===== config.mk =====
export PLATFORM = sky130hd
export DESIGN_NAME = conv3x3_engine
export DESIGN_NICKNAME = d
export VERILOG_FILES = /design/src/rtl/conv3x3_engine_pkg.sv /design/src/rtl/conv3x3_engine_mac.sv /design/src/rtl/conv3x3_engine.sv
export SDC_FILE = /design/constraint.sdc
export NUM_CORES = 2
export LEC_CHECK = 0
export ABC_AREA = 1
export CAP_MARGIN = 10
export CORE_MARGIN = 2
export CORE_UTILIZATION = 30
export CTS_CLUSTER_DIAMETER = 100
export DETAILED_ROUTE_END_ITERATION = 6
export GPL_TIMING_DRIVEN = 1
export HOLD_SLACK_MARGIN = 0.15
export PLACE_DENSITY = 0.43
export RECOVER_POWER = 50
export SYNTH_ARGS = -nofsm -noshare
export SYNTH_HDL_FRONTEND = slang
export SYNTH_SLANG_ARGS = --single-unit

===== constraint.sdc =====
create_clock -name clk -period 20.9 [get_ports clk]
set_clock_uncertainty 0.05 [all_clocks]
set_input_delay 4.18 -clock clk [delete_from_list [all_inputs] [get_ports clk]]
set_output_delay 4.18 -clock clk [all_outputs]
set_load 0.02 [all_outputs]

===== src/rtl/conv3x3_engine_pkg.sv =====
// Shared definitions for the 3x3 convolution engine: FSM state codes,
// kernel size and default image geometry.
package conv3x3_engine_pkg;

    localparam int CONV_KSIZE = 9;
    localparam int CONV_IMG_W = 12;
    localparam int CONV_IMG_H = 10;

    typedef enum logic [2:0] {
        CONV_IDLE  = 3'd0,
        CONV_FETCH = 3'd1,
        CONV_DRAIN = 3'd2,
        CONV_WRITE = 3'd3,
        CONV_DONE  = 3'd4
    } conv_state_e;

endpackage


===== src/rtl/conv3x3_engine_mac.sv =====
// Multiply-accumulate block for the 3x3 convolution engine.
// Owns the wide accumulator and formats the result to DATA_W bits.
// Optional feature macro: CONV_SAT_EN (saturate instead of wrap).
module conv3x3_engine_mac #(
    parameter int DATA_W = 32
) (
    input  logic                     clk,
    input  logic                     rst,
    input  logic                     clr,
    input  logic                     en,
    input  logic signed [DATA_W-1:0] pix,
    input  logic signed [DATA_W-1:0] coef,
    output logic signed [DATA_W-1:0] res_next
);

    localparam int PROD_W = 2 * DATA_W;
    // Four guard bits: nine full-width products can never overflow.
    localparam int ACC_W  = PROD_W + 4;

    logic signed [PROD_W-1:0] prod;
    logic signed [ACC_W-1:0]  acc;
    logic signed [ACC_W-1:0]  acc_next;
`ifdef CONV_SAT_EN
    logic [ACC_W-DATA_W:0]    acc_hi;
`endif

    // Next accumulator value; clear takes priority over accumulate.
    always_comb begin
        // NOTE: each combinationally assigned signal gets a default first, so no path can infer a latch.
        prod     = PROD_W'(pix) * PROD_W'(coef);
        acc_next = acc;
        if (clr) begin
            acc_next = '0;
        end else if (en) begin
            acc_next = acc + ACC_W'(prod);
        end
    end

    // Format the next accumulator value down to the result width.
    always_comb begin
`ifdef CONV_SAT_EN
        acc_hi = acc_next[ACC_W-1:DATA_W-1];
        if ((&acc_hi) || (~|acc_hi)) begin
            res_next = acc_next[DATA_W-1:0];
        end else if (acc_next[ACC_W-1]) begin
            res_next = {1'b1, {(DATA_W-1){1'b0}}};
        end else begin
            res_next = {1'b0, {(DATA_W-1){1'b1}}};
        end
`else
        res_next = acc_next[DATA_W-1:0];
`endif
    end

    // Accumulator register.
    always_ff @(posedge clk) begin
        if (rst) begin
            acc <= '0;
        end else begin
            // NOTE: sequential state is always updated with <= so every flop samples pre-edge values.
            acc <= acc_next;
        end
    end

endmodule


===== src/rtl/conv3x3_engine.sv =====
// 3x3 valid-region convolution engine. Holds a signed 3x3 kernel, walks a
// fixed image in a one-cycle-latency ROM and writes one result per 11 cycles.
// Optional feature macro: CONV_SAT_EN (saturating result format, in the MAC).
module conv3x3_engine
    import conv3x3_engine_pkg::*;
#(
    parameter int IMG_W  = CONV_IMG_W,
    parameter int IMG_H  = CONV_IMG_H,
    parameter int DATA_W = 32,
    parameter int IMG_AW = $clog2(IMG_W * IMG_H),
    parameter int RES_AW = $clog2((IMG_W - 2) * (IMG_H - 2))
) (
    input  logic                     clk,
    input  logic                     rst,
    input  logic                     start_run,
    input  logic                     kernel_we,
    input  logic [3:0]               kernel_idx,
    input  logic signed [DATA_W-1:0] kernel_data,
    output logic [IMG_AW-1:0]        img_addr,
    input  logic signed [DATA_W-1:0] img_data,
    output logic                     res_we,
    output logic [RES_AW-1:0]        res_addr,
    output logic signed [DATA_W-1:0] res_data,
    output logic                     busy,
    output logic                     bonus_done
);

    localparam int RW    = $clog2(IMG_H);
    localparam int CW    = $clog2(IMG_W);
    localparam int OUT_W = IMG_W - 2;

    conv_state_e              state;
    logic                     start_q;
    logic                     start_edge;
    logic [RW-1:0]            r;
    logic [CW-1:0]            c;
    logic [3:0]               k;
    logic                     last_row;
    logic                     last_col;
    logic signed [DATA_W-1:0] kernel [CONV_KSIZE];
    logic [3:0]               coef_idx;
    logic signed [DATA_W-1:0] coef;
    logic                     mac_clr;
    logic                     mac_en;
    logic signed [DATA_W-1:0] mac_res;

    function automatic logic [IMG_AW-1:0] pix_addr(input int row, input int col);
        return IMG_AW'(row * IMG_W + col);
    endfunction

    assign start_edge = start_run && !start_q;
    assign last_row   = (r == RW'(IMG_H - 3));
    assign last_col   = (c == CW'(IMG_W - 3));

    // Kernel store: writable only while no run is in progress.
    always_ff @(posedge clk) begin
        if (rst) begin
            // NOTE: the kernel is nine plain registers, not a RAM, so it is cleared on reset like any other state.
            for (int i = 0; i < CONV_KSIZE; i++) begin
                kernel[i] <= '0;
            end
        end else if (kernel_we && (kernel_idx < 4'(CONV_KSIZE)) &&
                     (state == CONV_IDLE || state == CONV_DONE)) begin
            kernel[kernel_idx] <= kernel_data;
        end
    end

    // MAC control: clear on the first fetch cycle, then accumulate the pixel
    // returned for the previous address against its kernel slot.
    always_comb begin
        mac_clr  = 1'b0;
        mac_en   = 1'b0;
        coef_idx = 4'(CONV_KSIZE - 1);
        if (state == CONV_FETCH) begin
            if (k == 4'd0) begin
                mac_clr = 1'b1;
            end else begin
                mac_en   = 1'b1;
                coef_idx = k - 4'd1;
            end
        end else if (state == CONV_DRAIN) begin
            mac_en = 1'b1;
        end
        coef = kernel[coef_idx];
    end

    conv3x3_engine_mac #(
        .DATA_W (DATA_W)
    ) u_mac (
        .clk      (clk),
        .rst      (rst),
        .clr      (mac_clr),
        .en       (mac_en),
        .pix      (img_data),
        .coef     (coef),
        .res_next (mac_res)
    );

    // Run FSM with address generation and registered outputs.
    always_ff @(posedge clk) begin
        if (rst) begin
            state      <= CONV_IDLE;
            start_q    <= 1'b0;
            r          <= '0;
            c          <= '0;
            k          <= '0;
            img_addr   <= '0;
            res_we     <= 1'b0;
            res_addr   <= '0;
            res_data   <= '0;
            busy       <= 1'b0;
            bonus_done <= 1'b0;
        end else begin
            start_q <= start_run;
            res_we  <= 1'b0;
            unique case (state)
                CONV_IDLE: begin
                    if (start_edge) begin
                        state    <= CONV_FETCH;
                        busy     <= 1'b1;
                        r        <= '0;
                        c        <= '0;
                        k        <= '0;
                        img_addr <= '0;
                    end
                end
                CONV_FETCH: begin
                    if (!start_run) begin
                        state <= CONV_IDLE;
                        busy  <= 1'b0;
                    end else if (k == 4'(CONV_KSIZE - 1)) begin
                        state <= CONV_DRAIN;
                    end else begin
                        k        <= k + 4'd1;
                        img_addr <= pix_addr(int'(r) + (int'(k) + 1) / 3,
                                             int'(c) + (int'(k) + 1) % 3);
                    end
                end
                CONV_DRAIN: begin
                    if (!start_run) begin
                        state <= CONV_IDLE;
                        busy  <= 1'b0;
                    end else begin
                        state    <= CONV_WRITE;
                        res_we   <= 1'b1;
                        res_addr <= RES_AW'(int'(r) * OUT_W + int'(c));
                        res_data <= mac_res;
                    end
                end
                CONV_WRITE: begin
                    if (!start_run) begin
                        state <= CONV_IDLE;
                        busy  <= 1'b0;
                    end else if (last_row && last_col) begin
                        state      <= CONV_DONE;
                        busy       <= 1'b0;
                        bonus_done <= 1'b1;
                    end else begin
                        state <= CONV_FETCH;
                        k     <= '0;
                        if (last_col) begin
                            c        <= '0;
                            r        <= r + RW'(1);
                            img_addr <= pix_addr(int'(r) + 1, 0);
                        end else begin
                            c        <= c + CW'(1);
                            img_addr <= pix_addr(int'(r), int'(c) + 1);
                        end
                    end
                end
                CONV_DONE: begin
                    if (!start_run) begin
                        state      <= CONV_IDLE;
                        bonus_done <= 1'b0;
                    end
                end
                default: begin
                    state <= CONV_IDLE;
                    busy  <= 1'b0;
                end
            endcase
        end
    end

endmodule


==> qor.csv <==
metric,value,unit
die area,150500,um^2
Post-route DRC,0,
Synth-to-Final Area Change,14.22,%
final WL,149100,um
WL/cell,21.11,um
post-route ant nets,0,
status,"finished, violations left",
Filler cells,15280,
Avg Synthesized Cell Area,9.134,um^2
Synth Flop Type,edfxtp_1,
Mapped Area,44220,um^2
Synth top area share,0.3476,
max_slew headroom,-1.116,
total grt overflow,0,
met1 usage,0.2701,
CTS root buf,clkbuf_16,
critical path's largest stage delay,1.37,ns
kind of start point of the critical path,input pin,
fin crit period,12.33,ns
register bit total from synthesis,609,
first-pass GRT wire length,223300,um
Placer Congestion,0.8449,
DR iter-0 viols,2369,
dominant cells by area after synthesis,"edfxtp_1 (35%), fa_1 (20%), nand2_1 (9.3%)",
HPWL Detailed,102600,um
post-synthesis sequential area ratio,0.3916,
fraction of layout cells with a size suffix above 1,0.04043,
Hold Path Class,flop to flop,
"Reg clk slew, reported paths",0.06,ns
core area,146100,um^2
Yosys warning count,0,
number of flops mapped to enable cells by yosys,512,
largest net degree at the start of global routing,156,
global route hottest layer,met2,
"Hold Vio Cnt, Final",0,
failing checks,"max-capacitance violations, max-slew violations",
Seq. cell area,17320,um^2
Die Width,388.0,um
clk buf depth,3,
max-slew violations,371,
RSZ-0062 raised after global routing,no,
Max Fclk,81.08,MHz
Nets,5791,
I/O pin count,121,
setup violators final,0,
area of the multi-input gates,23680,um^2
CP max FO,25,
cell mode on critical path,ha_1,
"Arr. time, crit path",12.72,ns
row count,140,
Worst setup EP type,flop,
share of flip-flops with an asynchronous set or reset,0,
met2 Use GR,0.3345,
IO buf count,120,
measured slew at the worst slew-check pin,3.174,ns
CTS tree,done,
GRT Overall Usage,0.1991,
Yosys cell types,54,
clk sinks,609,
Max-Cap Viols,10,
via count,33500,
GRT met3 Usage,0.02496,
Initial Utilization,0.3027,
CP required,21.29,ns
First-pass DRT Iterations,5,
via/cell ratio,4.742,
post-CTS sizing,0,
CTS Buf Count,79,
Post-CTS Setup Repair Bufs,0,
dominant cell type by area after synthesis,edfxtp_1,
Setup Total Neg Slack,0,ns
slowest CP cell,clkbuf_1,
H-tree Lvls,3,
Post-Synthesis Cells,4842,
height of the die,388.0,um
Setup CP Type,input pin to flop,
vias in the first global route,34230,
final worst path period share,0.5901,
Clock Latency Late Sink,0.70,ns
antenna violations before repair,7,
CTS Hold Bufs,0,
metal layers:
metal | vias to the layer above | part of all wire
met3 | 180 | 0.046
met2 | 787 | 0.48
met4 | 4 | 0.024
li1 | 15690 | -
met5 | - | 0.00015
met1 | 16840 | 0.45
cells by family after synthesis:
family / share of synthesized area
buffers and inverters: 0.09266
AOI/OAI and AO/OA: 0.03239
xor gates and xnor gates: 0.01126
other: 0.00008479
adders and majority gates: 0.2564
muxes: 0.0002546
and+or+nand+nor: 0.2154
DFF: 0.3916
worst paths after layout:
kind                                            endpoint  slack (ns)  depth (start not counted)                     start
worst min register to register  img_addr[1]$_SDFFE_PP0P_        0.41                          2  img_addr[1]$_SDFFE_PP0P_
worst max-delay path            u_mac.acc[31]$_SDFF_PP0_        8.57                         32               img_data[0]
worst min-delay path            img_addr[1]$_SDFFE_PP0P_        0.41                          2  img_addr[1]$_SDFFE_PP0P_
worst max register to register  u_mac.acc[31]$_SDFF_PP0_        8.67                         42     state[0]$_SDFFE_PP0P_
flip-flops by register name, summed over array words and instances (netlist names):
name / cells
res_addr: 7
start_q: 1
img_addr: 7
c: 4
busy: 1
bonus_done: 1
kernel: 512
res_we: 1
res_data: 32
k: 4
r: 4
u_mac.acc: 32
state: 3
cells in the mapped netlist (71+ instances only):
cell type and count:
nand2_1 1093, inv_1 722, nand3_1 534, edfxtp_1 512
nor2_1 480, fa_1 447, ha_1 191, clkbuf_1 140
nand4_1 112, a21oi_1 109, dfxtp_1 97, o21ai_0 87
buf_2 71
final cells by class:
| class | count | area share |
|---|---|---|
| inverters | 776 | 0.05781 |
| flip-flops and latches | 609 | 0.3428 |
| diodes | 2 | 0.00009908 |
| repair buffers | 188 | 0.03329 |
| clock buffers | 95 | 0.04052 |
| multi-input cells | 3427 | 0.4687 |
| clock inverters | 50 | 0.009239 |
| well taps | 1917 | 0.04748 |
worst max-delay path, delay by kind of cell:
family / cells / cell delay [ns]
and+or+nand+nor: 10 / 0.97
adders and majority gates: 9 / 3.53
AOI/OAI and AO/OA: 7 / 1.55
buffers and inverters: 6 / 2.49
cells in the final DEF (no fill, tap or decap), types with 8 or more instances in the layout:
cell type and n:
nand2_1 1086, inv_1 721, nand3_1 534, edfxtp_1 512, nor2_1 481, fa_1 447
conb_1 224, ha_1 191, nand4_1 112, a21oi_1 109, dfxtp_1 97, o21ai_0 87
dlygate4sd3_1 83, clkbuf_16 79, clkinv_1 63, buf_4 57, clkdlybuf4s50_1 36, xor2_1 33
clkbuf_1 25, xnor2_1 22, o211ai_1 18, clkinv_2 16, a211oi_1 10, nand2_2 9
inv_2 8
stage by stage:
step           utilization  cell area [um^2]  setup WS, ns  hold slack (ns)  std cells
6_report            0.3458             50510         8.567           0.4125       7064
5_1_grt             0.3457             50510         7.840           0.4327       7062
4_1_cts             0.3462             50580         8.743           0.4206       7062
3_5_place_dp        0.3290             48060         8.743           0.4119       6917
3_3_place_gp        0.3290             48060         8.859           0.4048       6917
2_1_floorplan            -             45060         9.917           0.4457       5065
Power is not shown: default switching activity piles up to over one toggle a cycle in this logic, so the estimate is an artifact.
